<file path="src/rtl/vga_pkg.sv">
`default_nettype none
// +----------------------------------------------------------------------------+
// | vga_pkg                                                                    |
// | Shared timing constants, pattern encodings, colours and helper functions.  |
// | Revision: 1.0                                                              |
// +----------------------------------------------------------------------------+
package vga_pkg;

  localparam int H_ACTIVE = 800;
  localparam int V_ACTIVE = 600;

  typedef enum logic [1:0] {
    MODE_BARS = 2'd0,
    MODE_GRID = 2'd1,
    MODE_GRAD = 2'd2,
    MODE_BOX  = 2'd3
  } mode_t;

  localparam logic [23:0] COL_WHITE   = 24'hFFFFFF;
  localparam logic [23:0] COL_YELLOW  = 24'hFFFF00;
  localparam logic [23:0] COL_CYAN    = 24'h00FFFF;
  localparam logic [23:0] COL_GREEN   = 24'h00FF00;
  localparam logic [23:0] COL_MAGENTA = 24'hFF00FF;
  localparam logic [23:0] COL_RED     = 24'hFF0000;
  localparam logic [23:0] COL_BLUE    = 24'h0000FF;
  localparam logic [23:0] COL_BLACK   = 24'h000000;
  localparam logic [23:0] COL_NAVY    = 24'h000040;
  localparam logic [7:0]  GRAD_BLUE   = 8'h80;

  localparam logic DIR_POS = 1'b0;
  localparam logic DIR_NEG = 1'b1;

  typedef struct packed {
    logic [10:0] pos;
    logic        dir;
  } axis_t;

  // Bar index from a compare chain against multiples of the bar width
  function automatic logic [2:0] bar_index(input logic [10:0] x);
    logic [2:0] idx;
    idx = 3'd0;
    for (int k = 1; k < 8; k++) begin
      if (x >= 11'(k * (H_ACTIVE / 8))) idx = 3'(k);
    end
    return idx;
  endfunction

  function automatic logic [23:0] bar_colour(input logic [2:0] idx);
    logic [23:0] col;
    case (idx)
      3'd0:    col = COL_WHITE;
      3'd1:    col = COL_YELLOW;
      3'd2:    col = COL_CYAN;
      3'd3:    col = COL_GREEN;
      3'd4:    col = COL_MAGENTA;
      3'd5:    col = COL_RED;
      3'd6:    col = COL_BLUE;
      default: col = COL_BLACK;
    endcase
    return col;
  endfunction

  // One frame of bounce motion; max_pos is the largest legal top-left coordinate
  function automatic axis_t axis_step(input axis_t cur, input logic [10:0] max_pos,
                                      input logic [10:0] step);
    axis_t nxt;
    nxt = cur;
    if (cur.dir == DIR_POS) begin
      if (cur.pos + step > max_pos) begin
        nxt.dir = DIR_NEG;
        nxt.pos = cur.pos - step;
      end else begin
        nxt.pos = cur.pos + step;
      end
    end else begin
      if (cur.pos < step) begin
        nxt.dir = DIR_POS;
        nxt.pos = cur.pos + step;
      end else begin
        nxt.pos = cur.pos - step;
      end
    end
    return nxt;
  endfunction

endpackage
`default_nettype wire

</file>
<file path="src/rtl/key_debounce.sv">
`default_nettype none
// +----------------------------------------------------------------------------+
// | key_debounce                                                               |
// | Synchronises an active-low key and emits one pulse per debounced press.    |
// | Revision: 1.0                                                              |
// +----------------------------------------------------------------------------+
module key_debounce #(
  parameter int DEBOUNCE_CYC = 800000
) (
  input  logic clk,
  input  logic rst_n,
  input  logic i_key_n,
  output logic o_press
);

  localparam int                c_cnt_w   = $clog2(DEBOUNCE_CYC + 1);
  localparam logic [c_cnt_w-1:0] c_cnt_max = c_cnt_w'(DEBOUNCE_CYC - 1);

  logic [1:0]         r_sync;
  logic               r_stable;
  logic [c_cnt_w-1:0] r_cnt;
  logic               r_press;

  always_ff @(posedge clk or negedge rst_n) begin
    if (!rst_n) begin
      r_sync   <= 2'b11;
      r_stable <= 1'b1;
      r_cnt    <= '0;
      r_press  <= 1'b0;
    end else begin
      r_sync  <= {r_sync[0], i_key_n};
      r_press <= 1'b0;
      if (r_sync[1] == r_stable) begin
        r_cnt <= '0;
      end else if (r_cnt == c_cnt_max) begin
        r_stable <= r_sync[1];
        r_cnt    <= '0;
        // Accepting a new level while stable was high means a 1->0 edge
        r_press  <= r_stable;
      end else begin
        r_cnt <= r_cnt + 1'b1;
      end
    end
  end

  assign o_press = r_press;

endmodule
`default_nettype wire

</file>
<file path="src/rtl/vga_pattern_gen.sv">
`default_nettype none
// +----------------------------------------------------------------------------+
// | vga_pattern_gen                                                            |
// | Four-pattern pixel source with frame-aligned mode switching, 2-clk latency.|
// | Revision: 1.0                                                              |
// +----------------------------------------------------------------------------+
module vga_pattern_gen
  import vga_pkg::*;
#(
  parameter int BOX_SIZE     = 64,
  parameter int BOX_STEP     = 2,
  parameter int DEBOUNCE_CYC = 800000
) (
  input  logic        clk,
  input  logic        rst_n,
  input  logic [10:0] pix_x,
  input  logic [10:0] pix_y,
  input  logic        pix_de,
  input  logic        frame_start,
  input  logic        key_n,
  output logic [7:0]  rgb_r,
  output logic [7:0]  rgb_g,
  output logic [7:0]  rgb_b,
  output logic        rgb_de,
  output logic [1:0]  mode
);

  localparam logic [10:0] c_box_size = 11'(BOX_SIZE);
  localparam logic [10:0] c_box_step = 11'(BOX_STEP);
  localparam logic [10:0] c_x_max    = 11'(H_ACTIVE - BOX_SIZE);
  localparam logic [10:0] c_y_max    = 11'(V_ACTIVE - BOX_SIZE);
  localparam logic [10:0] c_x_last   = 11'(H_ACTIVE - 1);
  localparam logic [10:0] c_y_last   = 11'(V_ACTIVE - 1);

  logic        w_press;
  mode_t       r_mode;
  mode_t       r_pending;
  axis_t       r_ax;
  axis_t       r_ay;

  logic [2:0]  w_bar;
  logic        w_grid;
  logic        w_in_box;
  logic [23:0] w_colour;

  logic        r_s1_de;
  logic [2:0]  r_s1_bar;
  logic        r_s1_grid;
  logic        r_s1_box;
  logic [7:0]  r_s1_gr;
  logic [7:0]  r_s1_gg;

  logic [23:0] r_rgb;
  logic        r_rgb_de;

  key_debounce #(
    .DEBOUNCE_CYC(DEBOUNCE_CYC)
  ) u_key_debounce (
    .clk     (clk),
    .rst_n   (rst_n),
    .i_key_n (key_n),
    .o_press (w_press)
  );

  // Mode and box only change at frame start so the visible frame never tears
  always_ff @(posedge clk or negedge rst_n) begin
    if (!rst_n) begin
      r_mode    <= MODE_BARS;
      r_pending <= MODE_BARS;
      r_ax      <= '{pos: 11'd0, dir: DIR_POS};
      r_ay      <= '{pos: 11'd0, dir: DIR_POS};
    end else begin
      if (frame_start) begin
        r_mode <= r_pending;
        r_ax   <= axis_step(r_ax, c_x_max, c_box_step);
        r_ay   <= axis_step(r_ay, c_y_max, c_box_step);
      end
      if (w_press) r_pending <= mode_t'(r_pending + 2'd1);
    end
  end

  assign w_bar    = bar_index(pix_x);
  assign w_grid   = (pix_x[5:0] == 6'd0) || (pix_y[5:0] == 6'd0) ||
                    (pix_x == c_x_last) || (pix_y == c_y_last);
  assign w_in_box = (pix_x >= r_ax.pos) && (pix_x < r_ax.pos + c_box_size) &&
                    (pix_y >= r_ay.pos) && (pix_y < r_ay.pos + c_box_size);

  always_ff @(posedge clk or negedge rst_n) begin
    if (!rst_n) begin
      r_s1_de   <= 1'b0;
      r_s1_bar  <= 3'd0;
      r_s1_grid <= 1'b0;
      r_s1_box  <= 1'b0;
      r_s1_gr   <= 8'd0;
      r_s1_gg   <= 8'd0;
    end else begin
      r_s1_de   <= pix_de;
      r_s1_bar  <= w_bar;
      r_s1_grid <= w_grid;
      r_s1_box  <= w_in_box;
      r_s1_gr   <= pix_x[9:2];
      r_s1_gg   <= pix_y[9:2];
    end
  end

  always_comb begin
    w_colour = COL_BLACK;
    case (r_mode)
      MODE_BARS: w_colour = bar_colour(r_s1_bar);
      MODE_GRID: w_colour = r_s1_grid ? COL_WHITE : COL_BLACK;
      MODE_GRAD: w_colour = {r_s1_gr, r_s1_gg, GRAD_BLUE};
      MODE_BOX:  w_colour = r_s1_box ? COL_RED : COL_NAVY;
      default:   w_colour = COL_BLACK;
    endcase
  end

  always_ff @(posedge clk or negedge rst_n) begin
    if (!rst_n) begin
      r_rgb    <= COL_BLACK;
      r_rgb_de <= 1'b0;
    end else begin
      r_rgb_de <= r_s1_de;
      r_rgb    <= r_s1_de ? w_colour : COL_BLACK;
    end
  end

  assign rgb_r  = r_rgb[23:16];
  assign rgb_g  = r_rgb[15:8];
  assign rgb_b  = r_rgb[7:0];
  assign rgb_de = r_rgb_de;
  assign mode   = r_mode;

endmodule
`default_nettype wire

</file>
<file path="config.mk">
export PLATFORM = sky130hd
export DESIGN_NAME = vga_pattern_gen
export DESIGN_NICKNAME = d
export VERILOG_FILES = /design/src/rtl/vga_pkg.sv /design/src/rtl/key_debounce.sv /design/src/rtl/vga_pattern_gen.sv
export SDC_FILE = /design/constraint.sdc
export NUM_CORES = 1
export LEC_CHECK = 0
export CORE_MARGIN = 1.5
export CORE_UTILIZATION = 40
export DETAILED_ROUTE_END_ITERATION = 8
export DONT_BUFFER_PORTS = 1
export PLACE_DENSITY_LB_ADDON = 0.15
export SYNTH_ARGS = -nofsm -noshare
export SYNTH_HDL_FRONTEND = slang
export SYNTH_SLANG_ARGS = --single-unit
</file>
<file path="constraint.sdc">
create_clock -name clk -period 3.7 [get_ports clk]
set_clock_uncertainty 0.2 [all_clocks]
set_input_delay 0.37 -clock clk [delete_from_list [all_inputs] [get_ports clk]]
set_output_delay 0.37 -clock clk [all_outputs]
set_load 0.005 [all_outputs]
</file>
* After elaboration in Yosys (flattened, before gate mapping)
Cells that the tools add are included.
Widths: inputs -> output; s select.
** Word-level totals
- Bits in registers :: 99
- Input bits :: 27
- Logic and storage cells :: 92
** Operators by class
- Add/subtract/negate cells :: 8
- Magnitude comparators :: 15
- Equality and inequality tests :: 13
- Multiplexer cells :: 26
- Bitwise logic cells :: 1
- Reductions and logical operators :: 11
** Operator list (count)
- $pmux 24 s7 :: 1
- $pmux 24 s4 :: 1
- $mux 24 :: 3
- $mux 11 :: 4
- $mux 20 :: 2
- $ge 11x9->1 const B :: 3
- $mux 12 :: 2
- $add 11x2->11 const B :: 2
- $add 11x7->11 const B :: 2
- $eq 11x10->1 const B :: 2
- $ge 11x10->1 const B :: 2
- $ge 11x11->1 :: 2
- $gt 11x10->1 const B :: 2
- $lt 11x11->1 :: 2
- $lt 11x2->1 const B :: 2
- $sub 11x2->11 const B :: 2
- $add 20x1->20 const B :: 1
- $eq 20x20->1 const B :: 1
- $mux 3 :: 6
- $logic_not 6->1 :: 2
- $ge 11x7->1 const B :: 1
- $ge 11x8->1 const B :: 1
- $eq 3x3->1 const B :: 3
- $mux 1 :: 7
- 12 further kinds :: 18

* Logic depth before layout (Yosys ltp)
Gate-level depths: netlist (run 1).
- Depth after elaboration :: 8
- Gate-level depth with buffers :: 10

* Hierarchy
Synthesis (run 1) repeated with hierarchy kept, for this count alone.
** Unflattened totals
- Cell total of the unflattened synthesis :: 640
- Area total of the unflattened synthesis :: 5952.0 µm²
** By module, submodules not included
- vga_pattern_gen :: times used 1, cells an instance 527, area an instance 4767.1 µm², sequential area each 1701.6 µm²
- key_debounce :: times used 1, cells an instance 113, area an instance 1184.9 µm², sequential area each 604.3 µm²

* Worst setup path after synthesis (run 1)
No wires, ideal clock.
- Path type :: flip-flop to flip-flop
- Start point :: register r_ay[2] (netlist bit)
- End point :: register r_ay[5] (netlist bit)
- Arrival time :: 2.470 ns
- Required time :: 3.420 ns
- Path slack :: 0.950 ns
- Cell stages (with the launch flop) :: 9
- Path buffers :: 0
- Cells stage by stage :: dfrtp_1 > ha_1 > and3_1 > or4_1 > and3_1 > or4b_4 > nand2_4 > mux2i_1 > xnor2_1
** On the way
- Longest elaborated chain between the ends :: 4
- Elaborated cells between the ends (all ways) :: 7
- Those cells by class :: add/sub: 2; order compare: 2; mux: 3
** Ends and longest elaborated chain
- start, declared :: RTL line vga_pattern_gen.sv:39 : axis_t r_ay;
- start signal, assigned :: RTL line vga_pattern_gen.sv:71 : r_ay <= '{pos: 11'd0, dir: DIR_POS};
- start signal, assigned :: RTL line vga_pattern_gen.sv:76 : r_ay <= axis_step(r_ay, c_y_max, c_box_step);
- $add 11x2->11 :: RTL line vga_pkg.sv:69, vga_pkg.sv:73, vga_pkg.sv:78
- $gt 11x10->1 :: RTL line vga_pkg.sv:69 : if (cur.pos + step > max_pos) begin
- $mux 11 :: RTL line vga_pkg.sv:69
- $mux 12 (*) :: RTL line vga_pkg.sv:68 : if (cur.dir == DIR_POS) begin
Mark *: on every way between the ends. The rest lies on a longest branch, timed or not.
A chain may end at the register's enable or synchronous reset.

* Worst setup path in the final report (run 1)
- Start point :: register r_ay[7] (netlist bit)
- End point :: register r_ay[5] (netlist bit)
** On the way
- Longest elaborated chain between the ends :: 4
- Elaborated cells between the ends (all ways) :: 6
- Those cells by class :: add/sub: 1; order compare: 2; mux: 3
** Ends and longest elaborated chain (RTL line)
- $add 11x2->11 :: vga_pkg.sv:69
- $gt 11x10->1 :: vga_pkg.sv:69
- $mux 11 :: vga_pkg.sv:69
- $mux 12 (*) :: vga_pkg.sv:68
Marked as above.

==> flow_metrics.tcl, run 1 <==
set metrics [dict create \
    outcome "completed" \
    synth_edf_count 0 \
    routedWlPerCell_um 16.0 \
    cts_tree "done" \
    path_cells "ha_1 > nand3_1 > o31a_1 > nor3_1 > or4b_4 > nand2_4 > mux2i_1 > xnor2_1" \
    min_path_cells 2 \
    rsz0062_at_grt "false" \
    synth_simple_gate_area_share_pct 18.6 \
    yosysTopAreaCell "dfrtp_1" \
    dpl_cell_area_mm2 0.00551 \
    drv_slew 0 \
    ios 54 \
    synthArstFlopShare_pct 100 \
    ys.flop_type "dfrtp_1" \
    r2r_end "r_ay[5]" \
    regArea_mm2 0.00231 \
    netlist_area_mm2 0.00540 \
    final_util_pct 45.9 \
    vias 4085 \
    worstMarginPinSlew_ps 859 \
    grt_pass1_vias 4099 \
    critPathLaunchType "register" \
    totalPowerFinal_w 0.00318 \
    synth_cell_type_count 67 \
    dieArea_mm2 0.0142 \
    tns_ps 0 \
    areaGrowthSynthToFinish_pct 12.1 \
    synth-compound-area-share_pct 13.3 \
    endpoint_kind "register" \
    whs_ps 34.6 \
    vias_per_cell 5.41 \
    power.density_mw_per_mm2 525 \
    fmax_mhz 329 \
    antenna_found_initial 0 \
    numCtsBuffers 9 \
    clkTransAtPathRegs_ps 70 \
    relSlewSlack_pct 42.6 \
    p_leak_nw 2.60 \
    holdCritPathClass "in -> reg" \
    synth_cells 566 \
    synth_top_family_by_area "simple AND/OR/NAND/NOR gates" \
    htree_levels 3 \
    drc 0 \
    cap_viol_max_count 0 \
    gp_routability_congestion 0.858 \
    insertion_delay_ps 340 \
    ant_nets 0 \
    root_buffer "clkbuf_16" \
    core_area_mm2 0.0132 \
    worst-path-max-fanout 8 \
    ctsResizeCount 0 \
    nets 642 \
    crit_slowest_cell "or4b_4" \
    fill_cells 1281 \
    dp_hpwl_um 8350 \
    met3_usage_pct 5.36 \
    multi_input_area_mm2 0.00285 \
    cpPeakStageDelay_ps 550 \
    grt_usage_pct 18.2 \
    period_share_pct 82.0 \
    diodes 0 \
    peakVddDrop_v 0.000222 \
    synth_warnings 0 \
    busiest_layer "met2" \
    synth-xor-area-share_pct 7.94 \
    rr_worst_depth 8 \
    layout-drive-gt1-share_pct 5.53 \
    grt_overflow 0 \
    io_buffer_count 0 \
    r2r_setup_slack_ps 660 \
    synth_mux_area_share_pct 3.43 \
    drt_iter0_markers 194 \
    cts.sinks 92 \
    criticalPathCategory "reg -> reg" \
    grt_use_met2_pct 28.5 \
    die_height_um 119 \
    synthAdderAreaFrac_pct 9.49 \
    finalHoldViolations 0 \
    row_count 42 \
    routed_wl_um 12100 \
    required_ps 3770 \
    ys_top_cells_by_area "dfrtp_1, ha_1, xnor2_1" \
    grt_pass1_wl_um 20800 \
    r2r-start "r_ay[7]" \
    clockBufferDepth 2 \
    setup_viol 0 \
    fin_crit_ps 3040 \
    synth-seq-cells 92 \
    synth.top_cell.area_share_pct 41.2 \
    holdBufCountCts 22 \
    gr-usage-met1_pct 24.2 \
    initial_utilization_pct 41.0 \
    hold_start "pix_x[8]" \
    syn_area_per_cell_um2 9.55 \
    min_to "r_s1_bar[0]" \
    fin_area_mm2 0.00606 \
    cts_setup_buffers 0 \
    synth_fp_nets 634 \
    synth.yosys.seq_area_share_pct 42.7 \
    firstDrtPassIters 4 \
    grt_max_degree 93 \
    die_x_um 119 \
    arrival_ps 3110 \
]
==> how the worst max path moves through the flow <==
stage / to / cells after the start / slack, ps / startpoint
after global routing: r_ay[4] / 8 / 420 / r_ay[7]
final: r_ay[5] / 8 / 660 / r_ay[7]
after CTS: r_ay[9] / 8 / 700 / r_ay[7]
after global placement: r_ay[4] / 8 / 790 / r_ay[7]
after detailed placement: r_ay[4] / 8 / 700 / r_ay[7]
after floorplan: r_ay[5] / 8 / 950 / r_ay[2]
==> cell families after synthesis <==
group,count (synthesis)
multiplexers,18
AO/OA/AOI/OAI,107
flip-flops,92
adder cells (fa/ha/maj),41
XOR/XNOR,49
AND/OR/NAND/NOR,200
buffers and inverters,59
==> Yosys cell counts (3+ instances only) <==
cell type	number
nand2_1	51
nor3b_1	4
mux2i_1	14
a2111oi_0	4
nand3_1	28
nor4_1	7
a31oi_1	5
xnor2_1	32
xor2_1	17
nor2_1	46
nand4_1	13
o22ai_1	3
buf_4	5
inv_1	31
and4_1	5
dfrtp_1	89
o21a_1	14
mux2_2	3
buf_2	5
clkbuf_1	14
ha_1	41
a21oi_1	34
nor2b_1	6
dfstp_2	3
o2111ai_1	3
and3_1	10
o21ai_0	12
nor3_1	14
a21o_1	5
==> critical path, delay by kind of cell (launching register included) <==
kind / cells / cell delay [ps]
simple gates: 4 / 1280
flops: 1 / 510
compound gates: 1 / 340
fa+ha+maj: 1 / 260
mux: 1 / 250
xor+xnor: 1 / 130
==> stage by stage <==
stage / std cells / setup WS (ps)
after floorplan: 566 / 950
after global placement: 717 / 793
after detailed placement: 717 / 703
after CTS: 755 / 702
after global routing: 755 / 425
final: 755 / 665
==> state kept, by name, summed over array words and instances, names as in the netlist, 3 cells and up <==
| signal | cells |
|---|---|
| r_ax | 11 |
| r_ay | 11 |
| r_rgb | 19 |
| r_s1_bar | 3 |
| r_s1_gg | 8 |
| r_s1_gr | 8 |
| u_key_debounce.r_cnt | 20 |
==> placed cells by master (no fill, tap or decap), types with 3 or more instances in the layout <==
master / count
dfrtp_1: 89
nand2_1: 51
nor2_1: 46
ha_1: 41
a21oi_1: 34
xnor2_1: 32
inv_1: 31
nand3_1: 28
dlygate4sd3_1: 21
xor2_1: 17
nor3_1: 14
o21a_1: 14
mux2i_1: 14
nand4_1: 13
o21ai_0: 12
and3_1: 10
clkbuf_16: 9
nor4_1: 7
nor2b_1: 6
and4_1: 5
a21o_1: 5
a31oi_1: 5
nor3b_1: 4
a2111oi_0: 4
o2111ai_1: 3
o22ai_1: 3
mux2_2: 3
dfstp_2: 3
==> layout make-up <==
type	instances	area share, %
flip-flops and latches	92	38.1
clock buffers	10	3.95
clock inverters	6	1.22
inverters	34	2.11
multi-input cells	415	47.1
well taps	176	3.64
repair buffers	22	3.93
==> where the power goes <==
part / leakage (nW) / internal [W] / total [W] / switching, W
clock network: 0.156 / 0.000549 / 0.000944 / 0.000396
registers: 1.14 / 0.00111 / 0.00130 / 0.000191
logic: 1.31 / 0.000408 / 0.000929 / 0.000521
total: 2.60 / 0.00207 / 0.00318 / 0.00111
==> layer usage <==
layer	wire [um]	vias to the layer above
met5	0	-
met4	207	0
met3	694	16
met2	5580	87
met1	5580	1970
li1	-	2012
Power figures use the tool's default switching activity.
==> inputs of run 2 (changes only) <==
==> constraint.sdc (replaced) <==
create_clock -name clk -period 2.7 [get_ports clk]
set_clock_uncertainty 0.2 [all_clocks]
set_input_delay 0.27 -clock clk [delete_from_list [all_inputs] [get_ports clk]]
set_output_delay 0.27 -clock clk [all_outputs]
set_load 0.005 [all_outputs]
==> flow_metrics.tcl, run 2 (same netlist as run 1, synthesis figures left out) <==
set metrics [dict create \
    outcome "complete, but fails checks" \
    violations "setup timing" \
    required_ps 2720 \
    htree_levels 3 \
    cap_viol_max_count 0 \
    regMostFlops "u_key_debounce.r_cnt" \
    fmax_mhz 365 \
    grt_usage_pct 18.7 \
    drt_iter0_markers 277 \
    peakVddDrop_v 0.000447 \
    antenna_found_initial 0 \
    p_leak_nw 2.80 \
    regArea_mm2 0.00231 \
    grt_overflow 0 \
    rr_worst_depth 9 \
    vias 4269 \
    worst-path-max-fanout 8 \
    relSlewSlack_pct 56.8 \
    diodes 0 \
    drc 0 \
    grt_pass1_wl_um 21200 \
    critPathLaunchType "register" \
    die_height_um 119 \
    highest_layer "met4" \
    numCtsBuffers 9 \
    fin_crit_ps 2740 \
    root_buffer "clkbuf_16" \
    wl_met1_um 5800 \
    arrival_ps 2760 \
    met3_length_um 670 \
    ant_nets 0 \
    final_util_pct 48.7 \
    reg_top3 "u_key_debounce.r_cnt (20), r_rgb (19)" \
    io_buffer_count 0 \
    vias_per_cell 5.37 \
    initial_utilization_pct 41.0 \
    insertion_delay_ps 340 \
    layout_setup_ws_ps -36.9 \
    areaGrowthSynthToFinish_pct 18.8 \
    endpoint_kind "register" \
    layout_common_cells "dfrtp_1, nand2_1, nor2_1" \
    die_x_um 119 \
    drv_slew 0 \
    row_count 42 \
    fill_cells 1225 \
    routedWlPerCell_um 15.9 \
    largest_reg_flops 20 \
    cts.sinks 92 \
    cts_tree "done" \
    gp_routability_congestion 0.859 \
    wl_met2_um 5960 \
    totalPowerFinal_w 0.00468 \
    dpl_cell_area_mm2 0.00579 \
    nets 682 \
    core_area_mm2 0.0132 \
    dp_hpwl_um 8800 \
    period_share_pct 101 \
    min_path_cells 2 \
    power.density_mw_per_mm2 729 \
    holdCritPathClass "in -> reg" \
    mostFrequentLayoutCell "dfrtp_1" \
    rsz0062_at_grt "true" \
    grt_max_degree 93 \
    routed_wl_um 12600 \
    criticalPathCategory "reg -> reg" \
    clkTransAtPathRegs_ps 70 \
    layout-drive-gt1-share_pct 13.6 \
    dieArea_mm2 0.0142 \
    firstDrtPassIters 4 \
    multi_input_area_mm2 0.00291 \
    fin_area_mm2 0.00642 \
    clockBufferDepth 2 \
    finalHoldViolations 0 \
    setup_viol 7 \
    ios 54 \
    worstMarginPinSlew_ps 645 \
    grt_pass1_vias 4206 \
]
==> run 2: metrics by stage <==
step	worst slack [ps]	hold slack, ps	instances	TNS [ps]
final	-36.9	20.5	795	-132
after floorplan	0.490	-226	566	0
after global placement	12.5	-222	753	0
after detailed placement	-41.6	-223	753	-177
after CTS	-17.0	3.34	794	-33.2
after global routing	-159	37.0	795	-1280
==> run 2: what timing repair did <==
| action | 4_1_cts | 5_1_grt |
|---|---|---|
| hold endpoints to repair | 131 | 0 |
| resized for setup | 2 | 13 |
| buffers inserted | 0 | 1 |
| setup endpoints to repair | 6 | 14 |
| hold buffers | 25 | 0 |
| pin swaps | 7 | 9 |
==> run 2: cell type report <==
type                       instances  area share (%)
multi-input combinational        415            45.3
sequential                        92            36.0
timing repair buffer              62            8.65
clock buffer                       9            3.51
tap                              176            3.43
inverter                          34            1.99
clock inverter                     7            1.15
==> run 2: worst paths after layout <==
| kind | from | endpoint | slack (ps) |
|---|---|---|---|
| worst max-delay path | r_ay[3] | r_ay[3] | -40 |
| min in group asynchronous | rst_n | r_rgb[22] | 300 |
| worst min register to register | u_key_debounce.r_sync[0] | u_key_debounce.r_sync[1] | 160 |
| max in group asynchronous | rst_n | r_ax[2] | 1600 |
| worst min-delay path | pix_x[7] | r_s1_bar[2] | 20 |
| worst max register to register | r_ay[3] | r_ay[3] | -40 |
==> run 2: critical path: stages (launching register included) <==
cell and delay (ps):
dfrtp_1 380, ha_2 200, and3_4 180, or4_4 410, and3_4 200, or4b_4 560
nand2_8 140, buf_4 120, xor2_1 140, a21oi_1 80
==> run 2: where the power goes <==
| group | internal, W | switching (W) |
|---|---|---|
| Sequential | 0.00153 | 0.000159 |
| Combinational | 0.000818 | 0.000899 |
| Clock | 0.000723 | 0.000550 |
==> run 2: layer usage <==
metal / vias to the layer above / GRT usage, %
met5: - / 0
met2: 104 / 29.9
met4: 0 / 6.93
met3: 15 / 3.93
met1: 2047 / 24.9
li1: 2103 / -
